[src/rtl/common_pkg.sv]
// Shared arbitration types and the thermometer helper used to build
// round-robin priority masks.
package common_pkg;

    typedef enum logic {
        IDLE,
        BUSY
    } arb_state_e;

    // Widest requester vector the thermometer helper supports.
    localparam int THERMO_W = 64;

    // UIntToThermo: prefix-OR from bit 0 upward, so every bit at or above the
    // lowest set input bit becomes one.
    function automatic logic [THERMO_W-1:0] uint_to_thermo(input logic [THERMO_W-1:0] x);
        logic [THERMO_W-1:0] t;
        t[0] = x[0];
        for (int i = 1; i < THERMO_W; i++) begin
            t[i] = t[i-1] | x[i];
        end
        return t;
    endfunction

endpackage

[src/rtl/rr_pick.sv]
// Round-robin winner selection: masks off requesters at or below the last
// winner, then priority-encodes the lowest remaining index.
module rr_pick
    import common_pkg::*;
#(
    parameter int NUM_REQ = 8,
    localparam int IDW = $clog2(NUM_REQ)
) (
    input  logic [NUM_REQ-1:0] req,
    input  logic [IDW-1:0]     ptr,
    output logic               any,
    output logic [IDW-1:0]     winner
);

    logic [NUM_REQ-1:0] mask;
    logic [NUM_REQ-1:0] masked;
    logic [NUM_REQ-1:0] cand;

    // The mask bits above NUM_REQ-1 are dropped, so ptr = NUM_REQ-1 yields an
    // empty mask and the search falls back to plain lowest-index priority.
    always_comb begin
        mask   = NUM_REQ'(uint_to_thermo((THERMO_W'(1) << ptr) << 1));
        masked = req & mask;
        cand   = (|masked) ? masked : req;
        any    = |req;
        winner = '0;
        for (int i = NUM_REQ - 1; i >= 0; i--) begin
            if (cand[i]) winner = IDW'(i);
        end
    end

endmodule

[src/rtl/rr_packet_arbiter.sv]
// Round-robin packet arbiter: shares one valid/ready channel among NUM_REQ
// requesters, locking the grant for a whole packet until its last beat.
module rr_packet_arbiter
    import common_pkg::*;
#(
    parameter int NUM_REQ = 8,
    parameter int DATA_W  = 32,
    localparam int IDW    = $clog2(NUM_REQ)
) (
    input  logic                      clk,
    input  logic                      rst,
    input  logic [NUM_REQ-1:0]        req_valid,
    input  logic [NUM_REQ*DATA_W-1:0] req_data,
    input  logic [NUM_REQ-1:0]        req_last,
    output logic [NUM_REQ-1:0]        req_ready,
    output logic                      out_valid,
    output logic [DATA_W-1:0]         out_data,
    output logic                      out_last,
    output logic [IDW-1:0]            out_id,
    input  logic                      out_ready
);

    arb_state_e     state;
    logic [IDW-1:0] gnt_id;
    logic [IDW-1:0] ptr;
    logic           any_valid;
    logic [IDW-1:0] winner;

    rr_pick #(
        .NUM_REQ (NUM_REQ)
    ) u_pick (
        .req    (req_valid),
        .ptr    (ptr),
        .any    (any_valid),
        .winner (winner)
    );

    // Datapath is a pure mux on the locked grant; only BUSY exposes it.
    always_comb begin
        out_id    = gnt_id;
        out_data  = req_data[int'(gnt_id)*DATA_W +: DATA_W];
        out_valid = 1'b0;
        out_last  = 1'b0;
        req_ready = '0;
        if (state == BUSY) begin
            out_valid         = req_valid[gnt_id];
            out_last          = req_last[gnt_id];
            req_ready[gnt_id] = out_ready;
        end
    end

    always_ff @(posedge clk or posedge rst) begin
        if (rst) begin
            state  <= IDLE;
            gnt_id <= '0;
            ptr    <= IDW'(NUM_REQ - 1);
        end else begin
            case (state)
                IDLE: begin
                    if (any_valid) begin
                        gnt_id <= winner;
                        ptr    <= winner;
                        state  <= BUSY;
                    end
                end
                BUSY: begin
                    if (out_valid && out_ready && out_last) state <= IDLE;
                end
                default: state <= IDLE;
            endcase
        end
    end

endmodule

[config.mk]
export PLATFORM = sky130hd
export DESIGN_NAME = rr_packet_arbiter
export DESIGN_NICKNAME = d
export VERILOG_FILES = /design/src/rtl/common_pkg.sv /design/src/rtl/rr_pick.sv /design/src/rtl/rr_packet_arbiter.sv
export SDC_FILE = /design/constraint.sdc
export NUM_CORES = 1
export LEC_CHECK = 0
export CORE_MARGIN = 10
export CORE_UTILIZATION = 26
export DETAILED_ROUTE_END_ITERATION = 12
export PLACE_DENSITY = 0.8
export SYNTH_ARGS = -nofsm -noshare
export SYNTH_HDL_FRONTEND = slang
export SYNTH_SLANG_ARGS = --single-unit
[constraint.sdc]
create_clock -name clk -period 1.87 [get_ports clk]
set_input_delay 0.374 -clock clk [delete_from_list [all_inputs] [get_ports clk]]
set_output_delay 0.374 -clock clk [all_outputs]
set_load 0.02 [all_outputs]
Yosys cells after proc, flatten, opt, wreduce, memory -nomap -nowiden
Index checks and enable logic that the tools add are counted.
Storage, ports and cells
  output and inout bits: 45
  input port bits: 275
  word-level logic and storage cells: 43
  register bits: 7
Operators by class
  magnitude comparators: 2
  reductions and logical operators: 6
  muxes and demuxes: 21
  shift-type cells: 2
  bitwise gates (word level): 9
Operators by type and width (number)
  $shiftx 256x9->32: 1
  $mux 3: 8
  $and 8x8->8: 2
  $mux 8: 2
  $reduce_or 8->1: 2
  $mux 1: 7
  $shl 1x3->7 const A: 1
  $bmux 1 s3: 2
  $or 1x1->1: 6
  $lt 3x4->1 const B: 1
  $demux 1 s3: 1
  $ge 3x1->1 const B: 1
  $logic_and 1x1->1: 3
  $pmux 1 s2: 1
  $reduce_and 2->1: 1
  $not 1->1: 1

Longest topological paths before layout
  depth in word-level cells: 18
  mapped depth: 6
  depth with buffers taken out: 5

Cells and area by module
A second synthesis with hierarchy kept.
Unflattened totals
  cells, all modules: 356
  area total of the unflattened synthesis: 2887.8 um2
By module, submodules not included
  rr_packet_arbiter: instances 1, cells each 311, area an instance 2603.7 um2, seq. area each 178.9 um2
  rr_pick: instances 1, cells each 45, area an instance 284.0 um2, seq. area each 0.0 um2

Least setup slack after synthesis
Ideal clock, no wire load.
  path type: register to output
  from: reg gnt_id[0], in the netlist out_id[0]
  to: out out_data[0]
  path slack: -0.275 ns
  stages on the path, launching flop included: 5
  arrival time: 1.771 ns
  data required time: 1.496 ns
  buffers on the path: 2
  cell sequence: dfrtp_1 > buf_6 > buf_2 > mux4_2 > mux2_2
On the way
  cells in the longest elaborated chain, start to end: 1
Ends and longest elaborated chain
  start: declaration: RTL line rr_packet_arbiter.sv:24  | logic [IDW-1:0] gnt_id;
  start signal: assignment: RTL line rr_packet_arbiter.sv:61  | gnt_id <= winner;
  $shiftx 256x9->32: RTL line rr_packet_arbiter.sv:41  | out_data = req_data[int'(gnt_id)*DATA_W +: DATA_W];
  end: declaration: RTL line rr_packet_arbiter.sv:17  | output logic [DATA_W-1:0] out_data,
No other way between the ends.

Worst setup path after layout
  from: reg gnt_id[0], in the netlist out_id[0]
  to: out out_data[25]
The elaborated chain is that of the path after synthesis.

==> run_results.csv <==
group,metric,value,unit
yosys,synth_async_sr_flop_share,100,%
power,leakage,2.81,nW
min_path,hp-class,"input pin to asynchronous set/reset pin",
yosys,ys_seq_elements,7,
worst_setup_path,worst_setup_path_end_kind,"output pin",
final_layout,drive_gt1_share,40.9,%
timing,fin_crit,2.34,ns
yosys,yosys.cell_types.count,45,
timing,max_freq,0.427,GHz
timing,fin_crit_sh,125,%
timing,skew,0.00214,ns
global_route,grt_pass1_vias,4186,
worst_setup_path,worst-endpoint-required,1.50,ns
placed_design,placed_cells,686,
placed_design,gp_congestion,1.05,
timing,grt_setup_unrepaired,"yes",
final_layout,area_growth,153,%
yosys,syn_avg_cell_area,12.6,um2
final_layout,final_cell_mix,"271 x clkdlybuf4s50_1, 68 x mux4_2, 45 x buf_4",
timing,finalSetupTns,-14.23,ns
final_layout,final_core_util,68.1,%
worst_setup_path,crit_slowest_cell,"mux4_2",
drt,wl_per_cell,28.1,um
drt,viasPerCell,5.35,
placed_design,dp_hpwl,16800,um
yosys,syn-cell-area,0.00281,mm2
worst_setup_path,critPathKind,"flip-flop to output pin",
clock_network,clk_latency,0.22,ns
timing,slew-limit-headroom,77.1,%
clock_network,cts_max_path_buffers,2,
die,start_util,27.0,%
timing,setup_slack,-0.471,ns
status,status,"complete, but fails checks",
final_layout,fin_area,0.00710,mm2
worst_setup_path,cp.arrival,1.97,ns
global_route,grt_pass1_wl,27800,um
timing,slew_violations,0,
clock_network,h-tree-depth,1,
global_route,grt_use_total,24.4,%
yosys,synth_flop_cell,"dfrtp_1",
power,p_per_area,1340,mW/mm2
die,rows,37,
die,io_pins,320,
final_layout,layoutNonFillerInstCount,729,
global_route,grt-ovfl-total,0,
yosys,ys_seq_area_share,6.37,%
clock_network,clkTransAtPathRegs,0.04,ns
placed_design,placed_cell_area,0.00636,mm2
power,peakVddDrop,0.889,mV
drt,drt_iter0_drc,251,
yosys,synth_edf_count,0,
timing,hold_violations,0,
clock_network,cts-root-buf,"clkbuf_8",
global_route,grt_max_degree,23,
final_layout,final_common_cell,"clkdlybuf4s50_1",
drt,vias,3903,
clock_network,cts_tree,"built",
final_layout,final_nets,860,
timing,tightest_slew,0.344,ns
worst_setup_path,worstPathCellList,"buf_12, clkbuf_16, mux4_2, mux2_4, buf_6",
worst_setup_path,slowest_delay,0.50,ns
die,die_x,124,um
timing,hold_slack,0.378,ns
yosys,synth_fp_nets,498,
placed_design,portBuffers,319,
status,violations,"setup timing",
drt,wirelength,20500,um
drt,ant_nets,0,
die,fp.coreArea,0.0104,mm2
drt,drtPass1Iterations,4,
placed_design,place_ws,-0.691,ns
timing,setup_viol,39,
drt,drc,0,
clock_network,cts_inserted_buffers,3,
global_route,antenna_found_initial,7,
power,power,9.49,mW
flow_run,drv_cap,0,
die,die_h,124,um
worst_setup_path,crit_fanout,6,
yosys,yosysWarningCount,0,
worst_setup_path,start_kind,"flip-flop",
yosys,syn_inst,223,
clock_network,cts_sinks,7,
die,die-area,0.0154,mm2
## registers in the layout, indices dropped and copies added, names as in the netlist
signal and count:
out_id 3, ptr 3, state 1
## Yosys cell counts, types with 3 or more instances
cell	count	area, um2
a31oi_1	4	25.0
clkbuf_1	7	26.3
nor3_1	4	20.0
nand2b_1	6	37.5
nand2_1	10	37.5
mux4_2	66	1490
dfstp_2	3	78.8
nor2_1	14	52.6
buf_2	13	65.1
a21oi_1	5	25.0
nand3_1	4	20.0
inv_1	7	26.3
mux2_4	10	150
nor2b_1	4	25.0
o21ai_0	3	15.0
o21bai_1	4	30.0
dfrtp_1	4	100
mux2_2	22	248
## worst paths after layout
path | start | endpoint | slack (ns) | depth (start not counted)
worst max-delay path | out_id[0] | out_data[25] | -0.47 | 5
max in group asynchronous | rst | ptr[0] | 1.23 | 2
worst min register to register | ptr[2] | ptr[2] | 0.58 | 2
min in group clk | ptr[2] | ptr[2] | 0.58 | 2
worst max register to register | out_id[0] | state | -0.22 | 10
worst min-delay path | rst | state | 0.38 | 2
## where the power goes
part | switching (mW) | leakage, nW | internal [mW]
clock network | 0.0632 | 0.0228 | 0.147
logic | 3.54 | 2.71 | 5.29
registers | 0.184 | 0.0743 | 0.266
## worst max-delay path: cells and delay by family, from the launching register on
kind	cells	cell delay (ns)
mux	2	0.79
flops	1	0.48
buf+inv	3	0.46
## routing by layer
layer	up-vias	track usage [%]	wire length, um
met4	0	8.49	671
met2	212	43.4	10600
met1	1965	27.1	7050
li1	1690	-	-
met3	36	7.56	2190
met5	-	0	0
## kinds of logic after synthesis
logic type / count (synthesis) / share of synthesized area, %
mux: 102 / 69.7
flops: 7 / 6.37
buf+inv: 32 / 6.42
fa+ha+maj: 1 / 0.357
compound gates: 34 / 9.05
simple gates: 47 / 8.11
## final cells by class
type / instances / area, um2
Timing Repair Buffer: 382 / 4000
Tap cell: 136 / 170
Antenna cell: 9 / 22.5
Multi-Input combinational cell: 184 / 2650
Fill cell: 776 / 3320
Sequential cell: 7 / 185
Clock buffer: 4 / 45.0
Inverter: 7 / 26.3
## what timing repair did
item / in CTS / in global routing
hold buffers: 0 / 0
endpoints found under the hold margin: 0 / 0
buffers inserted: 16 / 8
setup endpoints to repair: 50 / 48
pin swaps: 3 / 9
gates resized for setup: 262 / 52
cloned: 5 / 2
Power figures use the tool's default switching activity.
